File: src/rtl/kronos_fetch.sv
// RV32I instruction fetch stage: word fetches over req/ack, with one skid entry in front of the IF/ID pipe.
// Branch redirects flush both buffers. A fetch already in flight is drained and its data discarded.
package kronos_fetch_pkg;
    typedef struct packed {
        logic [31:0] pc;
        logic [31:0] ir;
    } pipeIFID_t;
endpackage

module kronos_fetch
    import kronos_fetch_pkg::*;
#(
    parameter logic [31:0] BOOT_ADDR = 32'h0000_0000
) (
    input  logic        clk,
    input  logic        rst,
    output logic [31:0] instr_addr,
    output logic        instr_req,
    input  logic        instr_ack,
    input  logic [31:0] instr_data,
    input  logic        branch,
    input  logic [31:0] branch_target,
    output pipeIFID_t   pipe_IFID,
    output logic        pipe_out_vld,
    input  logic        pipe_out_rdy
);

    logic [31:0] pc_q, pc_d;
    logic        rst_q, rst_d;
    pipeIFID_t   out_q, out_d;
    logic        out_vld_q, out_vld_d;
    pipeIFID_t   skid_q, skid_d;
    logic        skid_vld_q, skid_vld_d;
    logic        drop_q, drop_d;
    logic [31:0] drop_addr_q, drop_addr_d;
    logic        pend_q, pend_d;

    logic        ack_ok;
    logic        xfer;
    logic        out_free;
    pipeIFID_t   fetched;

    always_comb begin
        instr_req  = ~rst_q & ~skid_vld_q & ~branch;
        // While draining a flushed fetch, the old address stays on the bus.
        instr_addr = drop_q ? drop_addr_q : pc_q;
        ack_ok     = instr_ack & instr_req;
        xfer       = out_vld_q & pipe_out_rdy;
        out_free   = ~out_vld_q | xfer;
        fetched    = '{pc: pc_q, ir: instr_data};

        rst_d       = rst;
        pend_d      = instr_req & ~instr_ack;
        pc_d        = pc_q;
        out_d       = out_q;
        out_vld_d   = out_vld_q;
        skid_d      = skid_q;
        skid_vld_d  = skid_vld_q;
        drop_d      = drop_q;
        drop_addr_d = drop_addr_q;

        if (branch) begin
            out_vld_d  = 1'b0;
            skid_vld_d = 1'b0;
            pc_d       = {branch_target[31:2], 2'b00};
            // An unacked request issued earlier must still complete on the bus.
            drop_d     = (drop_q | pend_q) & ~instr_ack;
            if (!drop_q) begin
                drop_addr_d = pc_q;
            end
        end else if (drop_q) begin
            if (ack_ok) begin
                drop_d = 1'b0;
            end
        end else begin
            if (xfer && skid_vld_q) begin
                out_d      = skid_q;
                out_vld_d  = 1'b1;
                skid_vld_d = ack_ok;
                if (ack_ok) begin
                    skid_d = fetched;
                end
            end else if (ack_ok && out_free) begin
                out_d     = fetched;
                out_vld_d = 1'b1;
            end else if (ack_ok) begin
                skid_d     = fetched;
                skid_vld_d = 1'b1;
            end else if (xfer) begin
                out_vld_d = 1'b0;
            end

            if (ack_ok) begin
                pc_d = pc_q + 32'd4;
            end
        end
    end

    always_ff @(posedge clk) begin
        rst_q <= rst_d;
        if (rst) begin
            pc_q        <= BOOT_ADDR;
            out_q       <= '0;
            out_vld_q   <= 1'b0;
            skid_q      <= '0;
            skid_vld_q  <= 1'b0;
            drop_q      <= 1'b0;
            drop_addr_q <= '0;
            pend_q      <= 1'b0;
        end else begin
            pc_q        <= pc_d;
            out_q       <= out_d;
            out_vld_q   <= out_vld_d;
            skid_q      <= skid_d;
            skid_vld_q  <= skid_vld_d;
            drop_q      <= drop_d;
            drop_addr_q <= drop_addr_d;
            pend_q      <= pend_d;
        end
    end

    assign pipe_IFID    = out_q;
    assign pipe_out_vld = out_vld_q;

endmodule

File: config.mk
export PLATFORM = sky130hd
export DESIGN_NAME = kronos_fetch
export DESIGN_NICKNAME = d
export VERILOG_FILES = /design/src/rtl/kronos_fetch.sv
export SDC_FILE = /design/constraint.sdc
export NUM_CORES = 1
export LEC_CHECK = 0
export BUFFER_PORTS_ARGS = -buffer_cell sky130_fd_sc_hd__buf_2
export CORE_MARGIN = 2
export CORE_UTILIZATION = 41
export DETAILED_ROUTE_END_ITERATION = 12
export GPL_ROUTABILITY_DRIVEN = 0
export SLEW_MARGIN = 20
export SYNTH_ARGS = -nofsm -noshare
export SYNTH_HDL_FRONTEND = slang
export SYNTH_SLANG_ARGS = --single-unit
File: constraint.sdc
create_clock -name clk -period 2.5 [get_ports clk]
set_clock_uncertainty 0.05 [all_clocks]
set_input_delay 0.5 -clock clk [delete_from_list [all_inputs] [get_ports clk]]
set_output_delay 0.5 -clock clk [all_outputs]
set_load 0.02 [all_outputs]
# ---- Word-level counts from Yosys, hierarchy flattened
# Cells that the tools add are included.
dict set report totals {
  output_inout_bits 98
  register_bits 197
  elab_cells 62
}
dict set report op_classes {
  eq_ne 3
  n_bitwise 14
  mux 19
  n_reduce_logical 13
  addsub 1
}
# operator count
set op_table {}
lappend op_table {{64-bit two-way mux} 5}
lappend op_table {{32-bit two-way mux} 4}
lappend op_table {{32-bit by 3-bit adder with 32-bit output (second input constant)} 1}
lappend op_table {{3-bit AND reduction} 4}
lappend op_table {{1-bit two-way mux} 10}
lappend op_table {{1-bit AND} 6}
lappend op_table {{1-bit NOT} 6}
lappend op_table {{2-bit nonzero test} 3}
lappend op_table {{2-bit inequality test (second input constant)} 2}
lappend op_table {{2-bit AND reduction} 2}
lappend op_table {{3-bit by 1-bit inequality test with 1-bit output (second input constant)} 1}
lappend op_table {{3-bit nonzero test} 1}
lappend op_table {{1-bit logical AND} 2}
lappend op_table {{1-bit OR} 2}
lappend op_table {{2-bit OR reduction} 1}

# ---- Logic depth before layout (Yosys ltp)
# Gate-level depths: netlist of run 1.
dict set report logic_depth {
  depth_word 7
  mapped_depth 8
  ltp_nobuf 5
}

# ---- Worst setup path after synthesis of run 1
# OpenSTA, ideal clock, no wires.
dict set report synth_timing {
  path_type {input-to-reg}
  from {in branch}
  to {reg pc_q[27]}
  setup_slack_ps 367
  arrival_time_ps 1992
  n_path_buf 1
  cell_stages 5
  setup_time_ps 91
  cell_sequence {clkbuf_1 > nor4bb_1 > nand2_1 > or4_1 > a311oi_1}
}
dict set report synth_via {
  elab_chain_len 5
  word_cells_on_any_way 7
  classes_between {1 x eq/ne; 1 x mux; 3 x bitwise; 2 x reduce/logical}
}
# item line_no
set synth_lines {}
lappend synth_lines {{start: declaration} 21} ;# input logic branch,
lappend synth_lines {{1-bit NOT (no source line)} n/a}
lappend synth_lines {{1-bit AND} 44} ;# instr_req = ~rst_q & ~skid_vld_q & ~branch;
lappend synth_lines {{1-bit AND} 47} ;# ack_ok = instr_ack & instr_req;
lappend synth_lines {{2-bit nonzero test (no source line)} n/a}
lappend synth_lines {{2-bit AND reduction (no source line)} n/a}
lappend synth_lines {{end signal: assignment} 111} ;# pc_q <= pc_d;
lappend synth_lines {{end: declaration} 28} ;# logic [31:0] pc_q, pc_d;
# Parallel ways exist; a longest one is shown, timed or not.
# A chain may end at the register's enable or synchronous reset.

# ---- Worst setup path in the final report of run 1
dict set report layout_timing {
  from {reg drop_q}
  to {reg pc_q[17]}
}
dict set report layout_via {
  elab_chain_len 2
}
# item line_no
set layout_lines {}
lappend layout_lines {{start: declaration} 34} ;# logic drop_q, drop_d;
lappend layout_lines {{start signal: assignment} 116} ;# drop_q <= drop_d;
lappend layout_lines {{2-bit inequality test (no source line)} n/a}
lappend layout_lines {{2-bit AND reduction (no source line)} n/a}
# No other way between the ends.

==> flow_summary.ini, run 1 <==
[setup_path]
worst-endpoint-arrival_ps = 2530
end_kind = register
cp.required_ps = 2780
path_max_fanout = 19
start_kind = register
critical_path_class = register to register

[timing]
slew_headroom = 0.526
max_freq_mhz = 444
finalSetupViolCount = 0
min_period_ps = 2250
rsz0062_at_grt = false
tightest_slew_ps = 710
holdWs_ps = 267
slew_viol_final = 0
tns_ps = 0
hold_violations = 0
fin_crit_sh = 0.901

[clock_tree]
cts_tree = yes
cts-root-buf = clkbuf_16
clock_sinks = 191
hold_buffers = 0
clk_latency_ps = 420
clkTransAtPathRegs_ps = 70
cts_htree_levels = 4
cts_buffers = 17
cts_resized = 0
clk_path_buf_depth = 2
cts_setup_buffers = 0

[synth]
syn_inst = 987
synth.yosys.seq_area_share = 0.458
avgSynthCellArea_sq_um = 8.45
syn_area_sq_um = 8340
synth_edf_count = 0
ys.flop_type = dfxtp_1
ys_warn_count = 0
ys_ff_latch = 191
ys_async_sr_fraction = 0
synth_cell_types = 50

[cells_and_area]
final_nets = 1179
n_antenna_cell = 0
drive_gt1_frac = 0.238
area.growth.synth_to_final_pct = 21.4
n_fill_cell = 1989

[hold_path]
hold_path.class = primary input to register

[grt]
grt_pass1_wl_um = 34700
grt_overflow_total = 0
grt_max_degree = 90
antenna_found_initial = 0
grt_pass1_vias = 6487
grt_usage = 0.200

[detailed_routing]
routed_wl_um = 21700
drcViolationCount = 0
routedWlPerCell_um = 15.6
dr.pass1.iters = 5
dr.first_iter.drc_count = 383
antenna_left = 0
drt-vias-per-instance = 5.26
vias = 7322

[floorplanning]
rows = 52
ioPinCount = 167
initial_utilization = 0.415
die_y_um = 147
die_area_sq_um = 21500
core_sq_um = 20100
die_w_um = 147

[outcome]
outcome = finished clean

[power_and_ir_drop]
ir_drop_v = 0.000499
p_per_area_nw_per_um2 = 670
total_leakage_power_uw = 0.00422

[place]
numPortBuffers = 162
hpwl_um = 14300

[flow_run]
drv_cap = 0
[through the flow]
step	util	total power, uW	setup WS (ps)	instance area (sq um)	std cells
after detailed placement	0.472	3930	142	9500	1360
after global placement	0.472	3920	185	9500	1360
after floorplan	-	3670	367	8350	988
final	0.504	6790	248	10100	1392
after CTS	0.504	6870	241	10100	1392
after global routing	0.504	7070	134	10100	1392
[cell usage after synthesis (10+ instances only)]
cell type / number / area, sq um
or4_1: 10 / 75.1
mux2_2: 26 / 293
a311oi_1: 12 / 105
a21oi_1: 95 / 475
clkbuf_1: 73 / 274
nor2_1: 84 / 315
a211oi_1: 70 / 526
o21ai_0: 13 / 65.1
mux2i_1: 62 / 621
nand3_1: 12 / 60.1
dfxtp_1: 191 / 3820
nand2_1: 203 / 762
inv_1: 10 / 37.5
nand4_1: 14 / 87.6
buf_2: 15 / 75.1
[critical path: stages, from the launching register on]
cell and delay (ps):
dfxtp_2 350, buf_4 210, nor4bb_1 450, nand4_1 390
or3_1 440, a311oi_1 260
[state kept, by name (all words and copies together), names as in the netlist]
register and cells:
drop_q 1, rst_q 1, pipe_IFID 62, skid_vld_q 1
drop_addr_q 32, pc_q 30, skid_q 62, pend_q 1
pipe_out_vld 1
[area by class of cell]
cell class,instances,area [sq um],area share
clock inverters,15,205,0.0203
clock buffers,17,425,0.0420
flip-flops and latches,191,3820,0.378
multi-input cells,687,4100,0.405
well taps,270,338,0.0333
repair buffers,201,1200,0.118
inverters,11,41.3,0.00408
[per-layer routing]
metal	part of all wire	vias to the layer above	track usage
li1	-	3691	-
met1	0.48	3434	0.281
met2	0.46	174	0.316
met3	0.047	23	0.0331
met4	0.014	0	0.0636
met5	0	-	0
[cell families (layout without fill, tap and decap cells)]
logic type / count (synthesis) / after routing / synth area share
muxes: 88 / 88 / 0.109
other: 1 / 2 / 0.000449
buffers and inverters: 110 / 244 / 0.0540
adders and majority gates: 1 / 1 / 0.00150
and+or+nand+nor: 366 / 366 / 0.196
xor gates and xnor gates: 7 / 7 / 0.00735
DFF: 191 / 191 / 0.458
AOI/OAI and AO/OA: 223 / 223 / 0.173
[cells in the final DEF, fill, tap and decap left out, types with 2 or more instances in the layout]
cell type   count
nand2_1       203
dfxtp_1       190
buf_2         161
a21oi_1        95
nor2_1         83
a211oi_1       70
mux2i_1        62
buf_4          32
mux2_2         26
clkbuf_16      17
nand4_1        14
o21ai_0        13
a311oi_1       12
nand3_1        11
inv_1          10
or4_1          10
and4_1          9
o31ai_1         8
or3_1           8
a31oi_1         7
buf_12          7
and2_1          5
nor3b_1         5
nor3_1          4
xor2_1          4
inv_6           4
bufinv_16       4
nand2b_1        3
nor4_1          3
o31a_1          3
xnor2_1         3
clkinv_2        3
o21bai_1        2
o311ai_0        2
o211ai_1        2
conb_1          2
clkinvlp_4      2
[report_power, final]
group	leakage (uW)	total [uW]	internal, uW	switching [uW]
Combinational	0.00236	644	248	396
Clock	0.000306	2930	1690	1240
Sequential	0.00155	3210	3130	78.7
[path summary, 6_finish.rpt]
| path | start | to | slack [ps] | cells past startpoint |
|---|---|---|---|---|
| setup reg to reg | drop_q$_SDFF_PP0_ | pc_q[17]$_SDFFE_PP0P_ | 250 | 5 |
| hold reg to reg | skid_q[50]$_SDFFE_PP0P_ | skid_q[50]$_SDFFE_PP0P_ | 400 | 2 |
| setup / recovery | drop_q$_SDFF_PP0_ | pc_q[17]$_SDFFE_PP0P_ | 250 | 5 |
| hold / removal | instr_data[28] | skid_q[28]$_SDFFE_PP0P_ | 270 | 3 |
No activity file was read; power rests on OpenSTA's default activity.
==> run 2: changes to the inputs <==
--- a/config.mk
+++ b/config.mk
@@ -7,9 +7,10 @@
 export LEC_CHECK = 0
 export BUFFER_PORTS_ARGS = -buffer_cell sky130_fd_sc_hd__buf_2
 export CORE_MARGIN = 2
-export CORE_UTILIZATION = 41
+export CORE_UTILIZATION = 55
 export DETAILED_ROUTE_END_ITERATION = 12
 export GPL_ROUTABILITY_DRIVEN = 0
+export PLACE_DENSITY = 0.8
 export SLEW_MARGIN = 20
 export SYNTH_ARGS = -nofsm -noshare
 export SYNTH_HDL_FRONTEND = slang
==> constraint.sdc (replaced) <==
create_clock -name clk -period 2.5 [get_ports clk]
set_clock_uncertainty 0.05 [all_clocks]
set_input_delay 0 -clock clk [delete_from_list [all_inputs] [get_ports clk]]
set_output_delay 0 -clock clk [all_outputs]
set_load 0.02 [all_outputs]
==> flow_summary.ini, run 2 (synthesized netlist as in run 1, its figures left out) <==
[power_and_ir_drop]
clockPowerShare = 0.404
p_per_area_nw_per_um2 = 626
totalPowerFinal_uw = 6610
power_frac_seq = 0.488
combPwrFrac = 0.108
p_switching_uw = 1660
ir_drop_v = 0.000495
total_leakage_power_uw = 0.00441
p_sw_frac = 0.252
p_int_uw = 4950

[setup_path]
end_kind = register
critical_path_class = register to register
critPathBufInv = 0
slowest_delay_ps = 490
slowest_stage = nor4bb_1
r2r-end = pc_q[17]$_SDFFE_PP0P_
cp.required_ps = 2770
path_cells = nor4bb_1, nand4_1, or3_1, a311oi_1
regToRegStartpoint = pc_q[9]$_SDFFE_PP0P_
path_max_fanout = 8
rr_worst_depth = 4
worst-endpoint-arrival_ps = 2550
r2r_slack_ps = 220
path_delay_family = simple AND/OR/NAND/NOR gates
start_kind = register

[cells_and_area]
final_nets = 1239
area.growth.synth_to_final_pct = 26.5
final_common_cell = nand2_1
drive_gt1_frac = 0.217
n_fill_cell = 1134
layout_common_cells = nand2_1, dfxtp_1, buf_2, a21oi_1, nor2_1
final_area_sq_um = 10600

[detailed_routing]
dr.first_iter.drc_count = 631
dr.pass1.iters = 5
routed_wl_um = 22400
drcViolationCount = 0
antenna_left = 0
drt-vias-per-instance = 5.76
routedWlPerCell_um = 16.3
vias = 7901

[clock_tree]
clk_path_buf_depth = 2
cts_buffers = 17
clock_sinks = 191
cts_htree_levels = 4
clkTransAtPathRegs_ps = 70
clk_latency_ps = 430
cts-root-buf = clkbuf_16
cts_resized = 0
cts_tree = yes

[timing]
fin_crit_sh = 0.912
max_freq_mhz = 439
min_period_ps = 2280
tns_ps = 0
hold_violations = 0
rsz0062_at_grt = false
slew_viol_final = 0
tightest_slew_ps = 1000
finalSetupViolCount = 0
slew_headroom = 0.332

[floorplanning]
initial_utilization = 0.555
die_w_um = 127
die_area_sq_um = 16200
rows = 45
ioPinCount = 167
core_sq_um = 15000
die_y_um = 127

[hold_path]
hold_path.class = primary input to register
min_path_cells = 1
hp-start = rst
holdPathEnd = rst_q$_DFF_P_

[place]
dpl_cell_area_sq_um = 9290
numPortBuffers = 162
hpwl_um = 13700

[grt]
grt_usage = 0.271
antenna_found_initial = 0
grt_pass1_wl_um = 35500
grt_max_degree = 124
grt_pass1_vias = 7127
grt_overflow_total = 0

[flow_run]
drv_cap = 0

[outcome]
outcome = finished clean
[run 2: changes by cell type in the layout (fill, tap and decap cells not counted), sizes merged]
| cell | delta |
|---|---|
| clkinvlp | +1 |
| clkbuf | +3 |
| buf | -8 |
| inv | -3 |
| clkinv | +1 |
| bufinv | -2 |
| diode | +2 |
| dlygate4sd3 | +68 |
[run 2: worst max-delay path by stage]
| stage | startpoint | endpoint | slack (ps) | cells past startpoint |
|---|---|---|---|---|
| floorplan | skid_vld_q$_SDFFE_PP0P_ | skid_q[0]$_SDFFE_PP0P_ | 480 | 8 |
| global placement | skid_vld_q$_SDFFE_PP0P_ | skid_q[55]$_SDFFE_PP0P_ | 330 | 5 |
| detailed placement | skid_vld_q$_SDFFE_PP0P_ | skid_q[60]$_SDFFE_PP0P_ | 300 | 5 |
| CTS | skid_vld_q$_SDFFE_PP0P_ | skid_q[44]$_SDFFE_PP0P_ | 270 | 5 |
| global route | pc_q[9]$_SDFFE_PP0P_ | pc_q[11]$_SDFFE_PP0P_ | 110 | 4 |
| finish | pc_q[9]$_SDFFE_PP0P_ | pc_q[17]$_SDFFE_PP0P_ | 220 | 4 |
[run 2: per-layer routing]
metal | GRT usage | vias to the layer above | part of all wire
met5 | 0 | - | 0
met4 | 0.114 | 0 | 0.031
li1 | - | 3826 | -
met1 | 0.360 | 3729 | 0.44
met2 | 0.435 | 292 | 0.48
met3 | 0.0515 | 54 | 0.057
[run 2: metrics by stage]
step	hold WS [ps]	setup slack [ps]	utilization	cells
after detailed placement	207	297	0.618	1270
after global routing	78.0	106	0.702	1370
after CTS	52.1	267	0.702	1370
final	38.5	221	0.702	1372
after global placement	203	326	0.618	1270
after floorplan	-22.3	484	-	988
[run 2: worst register-to-register path, delay by kind of cell (launching register included)]
family,cells,cell delay (ps)
and+or+nand+nor,3,1360
DFF,1,480
AOI/OAI and AO/OA,1,300
[run 2: what timing repair did]
action | in CTS | in global routing
hold buffers | 68 | 0
endpoints found under the hold margin | 97 | 0
buffers inserted | 0 | 0
[run 2: area by class of cell]
class,count,area (sq um),area share
flip-flops and latches,191,3820,0.362
clock inverters,12,136,0.0129
inverters,11,41.3,0.00391
clock buffers,20,447,0.0423
multi-input cells,687,4100,0.388
repair buffers,261,1770,0.167
diodes,2,5.00,0.000474
well taps,188,235,0.0223
[run 2: power by group through the flow]
stage | Clock (uW) | Combinational [uW] | Sequential (uW)
3_3_place_gp | 0 | 604 | 3290
6_report | 2670 | 712 | 3230
4_1_cts | 2700 | 702 | 3220
2_1_floorplan | 0 | 376 | 3290
5_1_grt | 2840 | 771 | 3240
3_5_place_dp | 0 | 614 | 3290
